$ cat src/rtl/mach_ram_pkg.sv
// rtl/mach_ram_pkg.sv - shared state type and half-select helpers for the CPU RAM bridge
package mach_ram_pkg;

    typedef enum logic [1:0] {
        IDLE = 2'd0,
        LO   = 2'd1,
        HI   = 2'd2,
        DONE = 2'd3
    } state_t;

    localparam logic HALF_LO = 1'b0;
    localparam logic HALF_HI = 1'b1;

    // A halfword transaction is needed when either byte lane of the pair is enabled (active low).
    function automatic logic half_needed(input logic [1:0] ben_pair);
        return ~&ben_pair;
    endfunction

endpackage

$ cat src/rtl/mach_ram_bridge.sv
// rtl/mach_ram_bridge.sv - splits one 32-bit CPU RAM cycle into up to two 16-bit req/ack transactions
module mach_ram_bridge
    import mach_ram_pkg::*;
#(
    parameter int CPU_AW = 21,
    parameter int MEM_AW = 20
) (
    input  logic              CLK,
    input  logic              RES,
    input  logic              CE,
    input  logic              BCYSTn,
    input  logic [CPU_AW-1:0] RAM_A,
    input  logic [31:0]       RAM_DI,
    output logic [31:0]       RAM_DO,
    input  logic              RAM_CEn,
    input  logic              RAM_WEn,
    input  logic [3:0]        RAM_BEn,
    output logic              RAM_READYn,
    output logic              MEM_REQ,
    output logic              MEM_WE,
    output logic [MEM_AW-1:0] MEM_A,
    output logic [1:0]        MEM_BE,
    output logic [15:0]       MEM_D,
    input  logic [15:0]       MEM_Q,
    input  logic              MEM_ACK
);

    localparam int WORD_W = CPU_AW - 2;

    state_t              state_q, state_d;
    logic [WORD_W-1:0]   word_q, word_d;
    logic [31:0]         di_q, di_d;
    logic [3:0]          ben_q, ben_d;
    logic                wen_q, wen_d;
    logic                mem_req_d, mem_we_d, ready_n_d;
    logic [MEM_AW-1:0]   mem_a_d;
    logic [1:0]          mem_be_d;
    logic [15:0]         mem_d_d;
    logic [31:0]         ram_do_d;
    logic                start;

    // Byte offset within the word is implied by the byte enables.
    logic unused_addr_lsbs;
    assign unused_addr_lsbs = ^RAM_A[1:0];

    assign start = CE & ~BCYSTn & ~RAM_CEn;

    always_comb begin
        state_d   = state_q;
        word_d    = word_q;
        di_d      = di_q;
        ben_d     = ben_q;
        wen_d     = wen_q;
        mem_req_d = MEM_REQ;
        mem_we_d  = MEM_WE;
        mem_a_d   = MEM_A;
        mem_be_d  = MEM_BE;
        mem_d_d   = MEM_D;
        ram_do_d  = RAM_DO;
        ready_n_d = RAM_READYn;

        case (state_q)
            IDLE: begin
                if (start) begin
                    word_d   = RAM_A[CPU_AW-1:2];
                    di_d     = RAM_DI;
                    ben_d    = RAM_BEn;
                    wen_d    = RAM_WEn;
                    mem_we_d = ~RAM_WEn;
                    ram_do_d = '0;
                    if (half_needed(RAM_BEn[1:0])) begin
                        state_d   = LO;
                        mem_req_d = 1'b1;
                        mem_a_d   = {RAM_A[CPU_AW-1:2], HALF_LO};
                        mem_be_d  = ~RAM_BEn[1:0];
                        mem_d_d   = RAM_DI[15:0];
                    end else if (half_needed(RAM_BEn[3:2])) begin
                        state_d   = HI;
                        mem_req_d = 1'b1;
                        mem_a_d   = {RAM_A[CPU_AW-1:2], HALF_HI};
                        mem_be_d  = ~RAM_BEn[3:2];
                        mem_d_d   = RAM_DI[31:16];
                    end else begin
                        state_d   = DONE;
                        ready_n_d = 1'b0;
                    end
                end
            end
            LO: begin
                if (MEM_ACK) begin
                    if (wen_q) ram_do_d[15:0] = MEM_Q;
                    if (half_needed(ben_q[3:2])) begin
                        // REQ stays high; address/enables switch only on this ACK edge.
                        state_d  = HI;
                        mem_a_d  = {word_q, HALF_HI};
                        mem_be_d = ~ben_q[3:2];
                        mem_d_d  = di_q[31:16];
                    end else begin
                        state_d   = DONE;
                        mem_req_d = 1'b0;
                        ready_n_d = 1'b0;
                    end
                end
            end
            HI: begin
                if (MEM_ACK) begin
                    if (wen_q) ram_do_d[31:16] = MEM_Q;
                    state_d   = DONE;
                    mem_req_d = 1'b0;
                    ready_n_d = 1'b0;
                end
            end
            DONE: begin
                if (CE) begin
                    state_d   = IDLE;
                    ready_n_d = 1'b1;
                end
            end
            default: state_d = IDLE;
        endcase
    end

    always_ff @(posedge CLK) begin
        if (RES) begin
            state_q    <= IDLE;
            word_q     <= '0;
            di_q       <= '0;
            ben_q      <= 4'hF;
            wen_q      <= 1'b1;
            MEM_REQ    <= 1'b0;
            MEM_WE     <= 1'b0;
            MEM_A      <= '0;
            MEM_BE     <= '0;
            MEM_D      <= '0;
            RAM_DO     <= '0;
            RAM_READYn <= 1'b1;
        end else begin
            state_q    <= state_d;
            word_q     <= word_d;
            di_q       <= di_d;
            ben_q      <= ben_d;
            wen_q      <= wen_d;
            MEM_REQ    <= mem_req_d;
            MEM_WE     <= mem_we_d;
            MEM_A      <= mem_a_d;
            MEM_BE     <= mem_be_d;
            MEM_D      <= mem_d_d;
            RAM_DO     <= ram_do_d;
            RAM_READYn <= ready_n_d;
        end
    end

endmodule

$ cat config.mk
export PLATFORM = sky130hd
export DESIGN_NAME = mach_ram_bridge
export DESIGN_NICKNAME = d
export VERILOG_FILES = /design/src/rtl/mach_ram_pkg.sv /design/src/rtl/mach_ram_bridge.sv
export SDC_FILE = /design/constraint.sdc
export NUM_CORES = 1
export LEC_CHECK = 0
export BUFFER_PORTS_ARGS = -buffer_cell sky130_fd_sc_hd__buf_2
export CAP_MARGIN = 20
export CORE_MARGIN = 2
export CORE_UTILIZATION = 52
export DETAILED_ROUTE_END_ITERATION = 8
export PLACE_DENSITY = 0.8
export SLEW_MARGIN = 20
export SYNTH_ARGS = -nofsm -noshare
export SYNTH_HDL_FRONTEND = slang
export SYNTH_SLANG_ARGS = --single-unit
$ cat constraint.sdc
create_clock -name CLK -period 2.15 [get_ports CLK]
set_input_delay 0.43 -clock CLK [delete_from_list [all_inputs] [get_ports CLK]]
set_output_delay 0.43 -clock CLK [all_outputs]
set_load 0.02 [all_outputs]
Word-level counts from Yosys, hierarchy flattened. Index checks and enable logic that the tools add are counted.

Bitwise logic cells: 8. Multiplexer cells: 43. Reductions and logical operators: 14. Eq/ne operators: 14.

Operators with widths (number): $mux W16 (7); $mux W20 (5); $pmux W16 S2 (3); $pmux W20 S2 (1); $mux W32 (1); $mux W2 (10); $ne A2 B2 Y1 const B (10); $mux W1 (12); $reduce_and A4 Y1 (3); $pmux W2 S4 (1); $reduce_and A2 Y1 (4); $reduce_and A7 Y1 (1); $not A2 Y2 (3); $reduce_and A6 Y1 (1); $reduce_and A5 Y1 (1); $eq A2 B2 Y1 const B (2); $pmux W1 S4 (1); $pmux W2 S2 (1); $reduce_bool A2 Y1 (2); $ne A3 B3 Y1 const B (1); $not A1 Y1 (3); $pmux W1 S3 (1); $reduce_bool A3 Y1 (1); $and A1 B1 Y1 (2); 2 further kinds (2).

Logic and storage cells: 92. Flip-flop bits (word level): 131.

Longest topological paths before layout. Gate-level depths: netlist (run 1).

Depth after elaboration: 5. Gate-level depth with buffers: 9. Mapped depth without buffers: 6.

Worst setup path before layout (run 1). No wires, ideal clock.

Path kind: register to register. Start point: register state_q[1]. End point: register MEM_A[10]. Library setup time: 0.134 ns. Stages on the path, launching flop included: 10. Arrival: 1.729 ns. Path slack: 0.286 ns. Path through: dfxtp_1 inv_1 ha_1 buf_6 nand3_1 o211ai_1 clkbuf_1 nor2_2 buf_2 a211oi_1.

Word-level cells in the longest chain between the ends: 3. Elaborated cells between the ends (all ways): 9.

Ends and longest elaborated chain: start: declaration (RTL line mach_ram_bridge.sv:30) `state_t state_q, state_d;`; start signal: assignment (RTL line mach_ram_bridge.sv:138) `state_q <= state_d;`; $eq A2 B1 Y1 or $logic_not A2 Y1 (tied branches) (RTL line mach_ram_bridge.sv:62) `case (state_q)`; $ne A2 B2 Y1 (no source line), or another cell as far along; $reduce_and A5 Y1 (no source line); end signal: assignment (RTL line mach_ram_bridge.sv:145) `MEM_A <= mem_a_d;`; end: declaration (RTL line mach_ram_bridge.sv:21) `output logic [MEM_AW-1:0] MEM_A,`.

Several ways; a longest one is shown, not always the timed one. A chain may end at the register's enable or synchronous reset.

Final worst setup path (run 1).
Start point: register state_q[1]. End point: register RAM_DO[7].

Word-level cells in the longest chain between the ends: 3. Elaborated cells between the ends (all ways): 8.

Ends and longest elaborated chain: $eq A2 B1 Y1 or $logic_not A2 Y1 (tied branches) (RTL line mach_ram_bridge.sv:62); $ne A2 B2 Y1 (no source line) or $reduce_bool A2 Y1 (tied branches); $reduce_and A4 Y1 (no source line); end signal: assignment (RTL line mach_ram_bridge.sv:148) `RAM_DO <= ram_do_d;`; end: declaration (RTL line mach_ram_bridge.sv:14) `output logic [31:0] RAM_DO,`.

Several ways; a longest one is shown, not always the timed one.

==> results of run 1 <==
[cell type report]
type / instances / area (um^2)
Inverter: 5 / 18.8
Sequential cell: 113 / 2260
Fill cell: 799 / 3080
Antenna cell: 2 / 5.00
Clock inverter: 10 / 133
Tap cell: 133 / 166
Clock buffer: 22 / 463
Timing Repair Buffer: 172 / 988
Multi-Input combinational cell: 408 / 2530
[kinds of logic (layout without fill, tap and decap cells)]
family	after synthesis	after routing	synth area share [%]
fa+ha+maj	6	6	1.47
mux	54	54	11.0
buf+inv	55	209	6.32
other cells	0	2	0
simple gates	181	181	16.3
compound gates	167	167	20.6
flops	113	113	44.3
[report_power, final]
part / switching (W) / internal [W] / total [W] / leakage [nW]
logic: 0.00231 / 0.00136 / 0.00367 / 1.51
clock network: 0.000943 / 0.00185 / 0.00279 / 0.287
registers: 0.000211 / 0.00249 / 0.00270 / 0.920
[worst max path at each step]
stage                endpoint  slack, ns        from
finish              RAM_DO[7]        0.1  state_q[1]
global route        RAM_DO[7]      0.003  state_q[1]
CTS                 MEM_A[17]       0.05  state_q[1]
detailed placement  MEM_A[17]       0.08      BCYSTn
global placement    MEM_A[11]       0.17  state_q[1]
floorplan           MEM_A[10]       0.29  state_q[1]
[stage by stage]
| step | total power [W] | setup slack, ns | cell area, um^2 | instances |
|---|---|---|---|---|
| final | 0.00916 | 0.0984 | 6560 | 865 |
| after global routing | 0.00964 | 0.00263 | 6560 | 864 |
| after CTS | 0.00914 | 0.0505 | 6550 | 863 |
| after detailed placement | 0.00633 | 0.0809 | 5950 | 831 |
| after global placement | 0.00621 | 0.168 | 5950 | 831 |
| after floorplan | 0.00537 | 0.286 | 5100 | 576 |
[critical path, cell delays in order, from the launching register on]
cell      delay [ns]
dfxtp_1         0.37
inv_1           0.11
ha_1            0.23
buf_4           0.21
and2b_2         0.25
a211oi_4        0.21
buf_4           0.24
nand3_1         0.11
a21oi_1         0.22
[state kept, by name, summed over array words and instances, names as in the netlist]
register,flops
RAM_DO,32
MEM_A,20
ben_q,2
MEM_WE,1
RAM_READYn,1
wen_q,1
MEM_D,16
word_q,19
MEM_REQ,1
di_q,16
MEM_BE,2
state_q,2
[what timing repair did]
item | CTS | global route
resized for setup | 0 | 3
setup endpoints to repair | 0 | 27
setup buffers | 0 | 0
hold buffers | 0 | 0
[cell usage after synthesis, drive strengths merged]
library cell | n | share of area, %
dfxtp | 113 | 44
nand2 | 97 | 7.1
a21oi | 93 | 9.1
mux2i | 38 | 7.5
clkbuf | 31 | 3.1
a211oi | 21 | 3.3
o21ai | 21 | 2.1
nor2 | 20 | 1.5
buf | 19 | 2.9
and2 | 18 | 2.2
nand2b | 18 | 2.2
nand3 | 18 | 1.8
o2111ai | 18 | 3.1
mux2 | 16 | 3.5
ha | 6 | 1.5
inv | 5 | 0.37
a21boi | 3 | 0.44
nand3b | 2 | 0.29
a2111oi | 1 | 0.17
a211o | 1 | 0.20
a221oi | 1 | 0.51
a22oi | 1 | 0.42
a311o | 1 | 0.20
a311oi | 1 | 0.17
a32oi | 1 | 0.17
and2b | 1 | 0.17
and4 | 1 | 0.17
nand4 | 1 | 0.12
nor2b | 1 | 0.12
nor3 | 1 | 0.098
nor3b | 1 | 0.15
nor4 | 1 | 0.12
o211a | 1 | 0.20
o211ai | 1 | 0.15
o21a | 1 | 0.15
o21ba | 1 | 0.20
or3b | 1 | 0.17
[routing by layer]
metal,up-vias,share of wire [%],GRT usage [%]
met5,-,0,0
met4,0,1.9,10.0
met3,25,7.4,9.02
met2,166,49,42.1
met1,2201,42,30.2
li1,2322,-,-
==> flow_metrics.py, run 1 <==
metrics = {
    "die": {
        "rows": 36,
        "dieArea_um2": 10600,
        "die_h_um": 103,
        "start_util_pct": 52.9,
        "fp.dieW_um": 103,
        "io_pins": 153,
        "core_area_um2": 9640,
    },
    "critical_path": {
        "timing.rr.start": "state_q[1]",
        "cp-end-kind": "flop",
        "path_class": "reg -> reg",
        "crit_path_max_fanout": 17,
        "regToRegSetupSlack_ns": 0.1,
        "rr_worst_depth": 8,
        "cp.required_ns": 2.58,
        "worstPathArrival_ns": 2.48,
        "rr_endpoint": "RAM_DO[7]",
        "startpoint_type": "flop",
    },
    "power_and_ir_drop": {
        "power_density_nw_per_um2": 1400,
        "ir_worst_vdd_mv": 0.810,
        "p_leak_nw": 2.72,
    },
    "timing": {
        "period_share_pct": 95.4,
        "finalMaxSlewViolations": 0,
        "slew_headroom_pct": 66.5,
        "setup_violations": 0,
        "timing.fmax_mhz": 487,
        "tightestPinTransition_ns": 0.502,
        "whs_ns": 0.142,
        "hold_viol": 0,
        "finalSetupTns_ns": 0,
        "clock_skew_ns": 0.00558,
        "rsz0062_at_grt": "no",
        "finalCriticalPeriod_ns": 2.05,
    },
    "worst_hold_path": {
        "holdPathStages": 3,
        "min_delay_worst_endpoint": "wen_q",
        "min_from": "RAM_WEn",
        "worst_hold_path_type": "in -> reg",
    },
    "clocking": {
        "clk_latency_ns": 0.52,
        "clockBufferDepth": 2,
        "htreeDepth": 4,
        "cts_tree": "yes",
        "cts-root-buf": "clkbuf_8",
        "clkSlewWorstSetupHoldPaths_ns": 0.05,
        "cts_sinks": 113,
        "cts_buffers": 17,
    },
    "final_layout": {
        "drive_above_1_share_pct": 31.1,
        "final_util_pct": 68.1,
        "final_cell_mix": "buf_2, dfxtp_1, nand2_1, a21oi_1, mux2i_1",
        "area_growth_pct": 28.6,
        "final_common_cell": "buf_2",
        "nets": 803,
    },
    "global_route": {
        "grt_pass1_vias": 4432,
        "track_usage_pct": 25.4,
        "grt_max_degree": 40,
        "grt_pass1_wl_um": 21000,
        "antenna_found_initial": 2,
        "grt-ovfl-total": 0,
    },
    "drt": {
        "wire_per_inst_um": 15.6,
        "viasPerCell": 5.45,
        "via_count": 4714,
        "drt_first_pass_iters": 5,
        "routed_wl_um": 13500,
        "dr.first_iter.drc_count": 246,
        "ant_nets": 0,
        "route.detailed.drc": 0,
    },
    "place": {
        "place_hpwl_um": 8960,
        "routabilityCongestion": 0.824,
        "io_buffers": 150,
    },
    "synth": {
        "yosysSeqAreaShare_pct": 44.3,
        "ys_warn_count": 0,
        "netlist_area_um2": 5100,
        "synth_cell_type_count": 46,
        "syn-num-nets": 662,
        "synth-seq-cells": 113,
        "synth.avg_cell_area_um2": 8.86,
        "postSynthCellCount": 576,
    },
    "outcome": {
        "status": "finished, final reports clean",
    },
    "run": {
        "cap_violations": 0,
    },
}
Power figures use the tool's default switching activity.
==> run 2, diff against run 1 <==
--- a/config.mk
+++ b/config.mk
@@ -10,7 +10,7 @@
 export CORE_MARGIN = 2
 export CORE_UTILIZATION = 52
 export DETAILED_ROUTE_END_ITERATION = 8
-export PLACE_DENSITY = 0.8
+export PLACE_DENSITY_LB_ADDON = 0.25
 export SLEW_MARGIN = 20
 export SYNTH_ARGS = -nofsm -noshare
 export SYNTH_HDL_FRONTEND = slang
==> flow_metrics.py, run 2 (synthesized netlist as in run 1, its figures left out) <==
metrics = {
    "die": {
        "start_util_pct": 52.9,
        "fp.dieW_um": 103,
        "rows": 36,
        "io_pins": 153,
        "die_h_um": 103,
        "core_area_um2": 9640,
        "dieArea_um2": 10600,
    },
    "global_route": {
        "grt_pass1_wl_um": 21000,
        "antenna_found_initial": 0,
        "track_usage_pct": 25.3,
        "grt_max_degree": 61,
        "grt_pass1_vias": 4520,
        "grt-ovfl-total": 0,
    },
    "timing": {
        "whs_ns": 0.154,
        "setup_violations": 0,
        "rsz0062_at_grt": "no",
        "finalSetupTns_ns": 0,
        "finalCriticalPeriod_ns": 1.92,
        "hold_viol": 0,
        "clock_skew_ns": 0.00916,
        "timing.fmax_mhz": 521,
        "setup_ws_ns": 0.229,
        "slew_headroom_pct": 57.9,
        "finalMaxSlewViolations": 0,
        "period_share_pct": 89.3,
        "tightestPinTransition_ns": 0.632,
    },
    "drt": {
        "route.detailed.drc": 0,
        "wire_per_inst_um": 15.4,
        "drt_first_pass_iters": 5,
        "top_layer": "met4",
        "ant_nets": 0,
        "wl_met1_um": 5790,
        "via_count": 4723,
        "dr.first_iter.drc_count": 216,
        "wl_met3_um": 878,
        "viasPerCell": 5.48,
        "routed_wl_um": 13300,
        "wl_met2_um": 6420,
    },
    "critical_path": {
        "crit_slowest_cell": "dfxtp_1",
        "regToRegSetupSlack_ns": 0.23,
        "worstPathArrival_ns": 2.32,
        "crit_path_max_fanout": 19,
        "endpoint": "RAM_DO[23]",
        "setup.worst_path.start": "state_q[0]",
        "cp_top_family": "buffers and inverters",
        "rr_worst_depth": 8,
        "path_cells": "inv_1, ha_1, buf_4, nand2b_1, a22oi_4, buf_4, mux2i_1, nor2_1",
        "startpoint_type": "flop",
        "cp-end-kind": "flop",
        "timing.rr.start": "state_q[0]",
        "cp.required_ns": 2.55,
        "path_buf_inv": 3,
        "path_class": "reg -> reg",
        "cp_slowest_stage_delay_ns": 0.41,
        "path_depth": 8,
        "cpMostUsedCell": "buf_4",
        "rr_endpoint": "RAM_DO[23]",
    },
    "final_layout": {
        "seqCellArea_um2": 2260,
        "nets": 804,
        "largest_reg_flops": 32,
        "top_regs": "RAM_DO (32), MEM_A (20), word_q (19)",
        "drive_above_1_share_pct": 31.1,
        "area_growth_pct": 28.8,
        "top_register": "RAM_DO",
        "final_common_cell": "buf_2",
        "antenna_cells": 0,
        "multi_input_area_um2": 2540,
        "final_cell_mix": "buf_2, dfxtp_1, nand2_1, a21oi_1, mux2i_1",
        "nFillCells": 796,
    },
    "clocking": {
        "cts_tree": "yes",
        "cts_sinks": 113,
        "clk_latency_ns": 0.51,
        "htreeDepth": 4,
        "cts-root-buf": "clkbuf_8",
        "clockBufferDepth": 2,
        "cts_buffers": 17,
        "clkSlewWorstSetupHoldPaths_ns": 0.05,
    },
    "place": {
        "io_buffers": 150,
        "routabilityCongestion": 0.785,
        "place_hpwl_um": 8660,
        "pre_cts_ws_ns": 0.101,
    },
    "power_and_ir_drop": {
        "p_int_w": 0.00576,
        "p_switching_w": 0.00348,
        "power_density_nw_per_um2": 1410,
        "ir_worst_vdd_mv": 0.883,
        "finalPower_w": 0.00924,
        "clkPwrFrac_pct": 29.3,
        "power_frac_seq_pct": 29.2,
        "p_leak_nw": 2.70,
        "p_comb_share_pct": 41.5,
        "swShare_pct": 37.7,
    },
    "run": {
        "cap_violations": 0,
    },
    "outcome": {
        "status": "finished, final reports clean",
    },
    "worst_hold_path": {
        "worst_hold_path_type": "in -> reg",
    },
}
[run 2: area by class of cell]
type | instances | area share, %
sequential | 113 | 34.4
inverter | 5 | 0.286
clock inverter | 10 | 2.09
clock buffer | 20 | 6.63
tap | 133 | 2.53
multi-input combinational | 408 | 38.6
timing repair buffer | 173 | 15.4
[run 2: worst min-delay path by stage]
stage	from	end	slack, ns	cells past startpoint
2_1_floorplan	di_q[16]	di_q[16]	0.43	2
3_3_place_gp	RAM_DO[6]	RAM_DO[6]	0.44	2
3_5_place_dp	RAM_DO[12]	RAM_DO[12]	0.44	2
4_1_cts	RAM_WEn	wen_q	0.13	3
5_1_grt	RAM_A[9]	word_q[7]	0.16	3
6_report	RAM_WEn	wen_q	0.15	3
[run 2: worst min-delay path, cell delays in order]
cell and delay [ns]:
buf_2 0.08, a21oi_1 0.07, nand2_1 0.06
[run 2: through the flow]
stage	cells	area [um^2]	utilization [%]
global route	862	6570	68.2
CTS	862	6560	68.1
finish	862	6570	68.2
floorplan	576	5100	-
global placement	832	5990	62.1
detailed placement	832	5990	62.1
[run 2: per-layer routing]
layer	GRT usage, %	vias to the layer above
met1	30.2	2243
met2	42.9	156
li1	-	2306
met5	0	-
met4	9.72	0
met3	7.32	18
[run 2: power groups by stage]
stage                     clock network, W  logic (W)  registers, W
after detailed placement                 0    0.00379       0.00272
after floorplan                          0    0.00227       0.00310
after global placement                   0    0.00371       0.00271
after global routing               0.00285    0.00417       0.00273
final                              0.00271    0.00384       0.00270
after CTS                          0.00274    0.00381       0.00269
[run 2: what timing repair did]
item / in CTS / in global routing
setup buffers: 0 / 0
hold buffers: 0 / 0
gates resized for setup: 0 / 3
endpoints found under the setup margin: 0 / 16
==> run 3, diff against run 2 <==
==> constraint.sdc (replaced) <==
create_clock -name CLK -period 1.8 [get_ports CLK]
set_input_delay 0.36 -clock CLK [delete_from_list [all_inputs] [get_ports CLK]]
set_output_delay 0.36 -clock CLK [all_outputs]
set_load 0.02 [all_outputs]
==> flow_metrics.py, run 3 (synthesized netlist as in run 1, its figures left out) <==
metrics = {
    "worst_hold_path": {
        "worst_hold_path_type": "in -> reg",
    },
    "die": {
        "io_pins": 153,
        "core_area_um2": 9640,
        "start_util_pct": 52.9,
        "die_h_um": 103,
        "fp.dieW_um": 103,
        "dieArea_um2": 10600,
        "rows": 36,
    },
    "drt": {
        "viasPerCell": 5.59,
        "via_count": 4944,
        "route.detailed.drc": 0,
        "wire_per_inst_um": 16.8,
        "routed_wl_um": 14900,
        "dr.first_iter.drc_count": 193,
        "ant_nets": 0,
        "drt_first_pass_iters": 5,
    },
    "outcome": {
        "status": "finished, final reports clean",
    },
    "timing": {
        "finalSetupTns_ns": 0,
        "rsz0062_at_grt": "yes",
        "clock_skew_ns": 0.00405,
        "setup_violations": 0,
        "finalMaxSlewViolations": 0,
        "tightestPinTransition_ns": 0.625,
        "finalCriticalPeriod_ns": 1.76,
        "timing.fmax_mhz": 567,
        "setup_ws_ns": 0.0372,
        "whs_ns": 0.0951,
        "period_share_pct": 97.9,
        "slew_headroom_pct": 58.0,
        "hold_viol": 0,
    },
    "clocking": {
        "cts-root-buf": "clkbuf_8",
        "clkSlewWorstSetupHoldPaths_ns": 0.06,
        "cts_sinks": 113,
        "clockBufferDepth": 2,
        "cts_tree": "yes",
        "cts_buffers": 17,
        "cts_hold_buf": 0,
        "clk_latency_ns": 0.51,
        "htreeDepth": 4,
    },
    "power_and_ir_drop": {
        "power_density_nw_per_um2": 1730,
        "p_leak_nw": 2.88,
        "ir_worst_vdd_mv": 0.848,
    },
    "place": {
        "routabilityCongestion": 0.784,
        "place_hpwl_um": 9180,
        "io_buffers": 150,
        "pre_cts_ws_ns": -0.119,
        "placed_cell_area_um2": 6140,
    },
    "final_layout": {
        "top_regs": "RAM_DO (32), MEM_A (20), word_q (19)",
        "final_util_pct": 72.6,
        "nets": 825,
        "area_growth_pct": 37.1,
        "drive_above_1_share_pct": 36.2,
        "nFillCells": 757,
        "multi_input_area_um2": 2690,
        "antenna_cells": 0,
        "stdcell_area_um2": 7000,
        "largest_reg_flops": 32,
        "top_register": "RAM_DO",
        "final_common_cell": "buf_2",
        "final_cell_mix": "buf_2, dfxtp_1, nand2_1, a21oi_1, mux2i_1",
        "seqCellArea_um2": 2270,
    },
    "critical_path": {
        "path_class": "reg -> reg",
        "cp-end-kind": "flop",
        "crit_path_max_fanout": 8,
        "startpoint_type": "flop",
        "regToRegSetupSlack_ns": 0.04,
        "worstPathArrival_ns": 2.16,
        "cp.required_ns": 2.20,
    },
    "global_route": {
        "grt-ovfl-total": 0,
        "antenna_found_initial": 0,
        "grt_pass1_wl_um": 22400,
        "track_usage_pct": 27.3,
        "grt_pass1_vias": 4706,
        "grt_max_degree": 44,
    },
    "run": {
        "cap_violations": 0,
    },
}
[run 3: changes by cell type in the layout (fill, tap and decap cells not counted), sizes merged]
cell	previous run	this run
buf	173	192
clkinv	2	3
clkinvlp	5	4
clkbuf	20	23
[run 3: cell type report]
class	instances	share of cell area (%)
Timing Repair Buffer	194	18.2
Tap cell	133	2.38
Inverter	5	0.340
Sequential cell	113	32.4
Clock buffer	21	6.42
Clock inverter	10	1.93
Multi-Input combinational cell	408	38.4
[run 3: path summary, 6_finish.rpt]
path,startpoint,endpoint,cells past startpoint
min reg2reg,RAM_DO[3],RAM_DO[3],2
min,RAM_A[20],word_q[18],3
max,state_q[0],RAM_DO[17],8
max reg2reg,state_q[0],RAM_DO[17],8
[run 3: worst max-delay path, cell delays in order, from the launching register on]
cell and delay (ns):
dfxtp_4 0.41, inv_4 0.07, ha_4 0.17, buf_4 0.13, nand2b_1 0.17, a22oi_4 0.24, clkbuf_16 0.21, mux2i_1 0.19
nor2_1 0.06
[run 3: power breakdown]
group | total, W | internal [W] | switching, W
logic | 0.00557 | 0.00237 | 0.00320
registers | 0.00324 | 0.00298 | 0.000257
clock network | 0.00328 | 0.00216 | 0.00112
total | 0.0121 | 0.00752 | 0.00458
[run 3: through the flow]
step,cells,power (W)
3_3_place_gp,844,0.00793
2_1_floorplan,576,0.00643
4_1_cts,878,0.0118
3_5_place_dp,844,0.00807
6_report,884,0.0121
5_1_grt,884,0.0127
[run 3: what timing repair did]
| action | in CTS | in global routing |
|---|---|---|
| gates cloned | 1 | 1 |
| buffers inserted | 2 | 6 |
| resized for setup | 12 | 32 |
| pin swaps | 1 | 13 |
| setup endpoints to repair | 74 | 62 |
[run 3: routing by layer]
metal  track usage [%]  vias to the layer above  part of all wire [%]
met4              12.7                        0                   2.4
li1                  -                     2348                     -
met2              45.2                      187                    50
met5                 0                        -                     0
met1              33.5                     2376                    41
met3              6.92                       33                   6.4
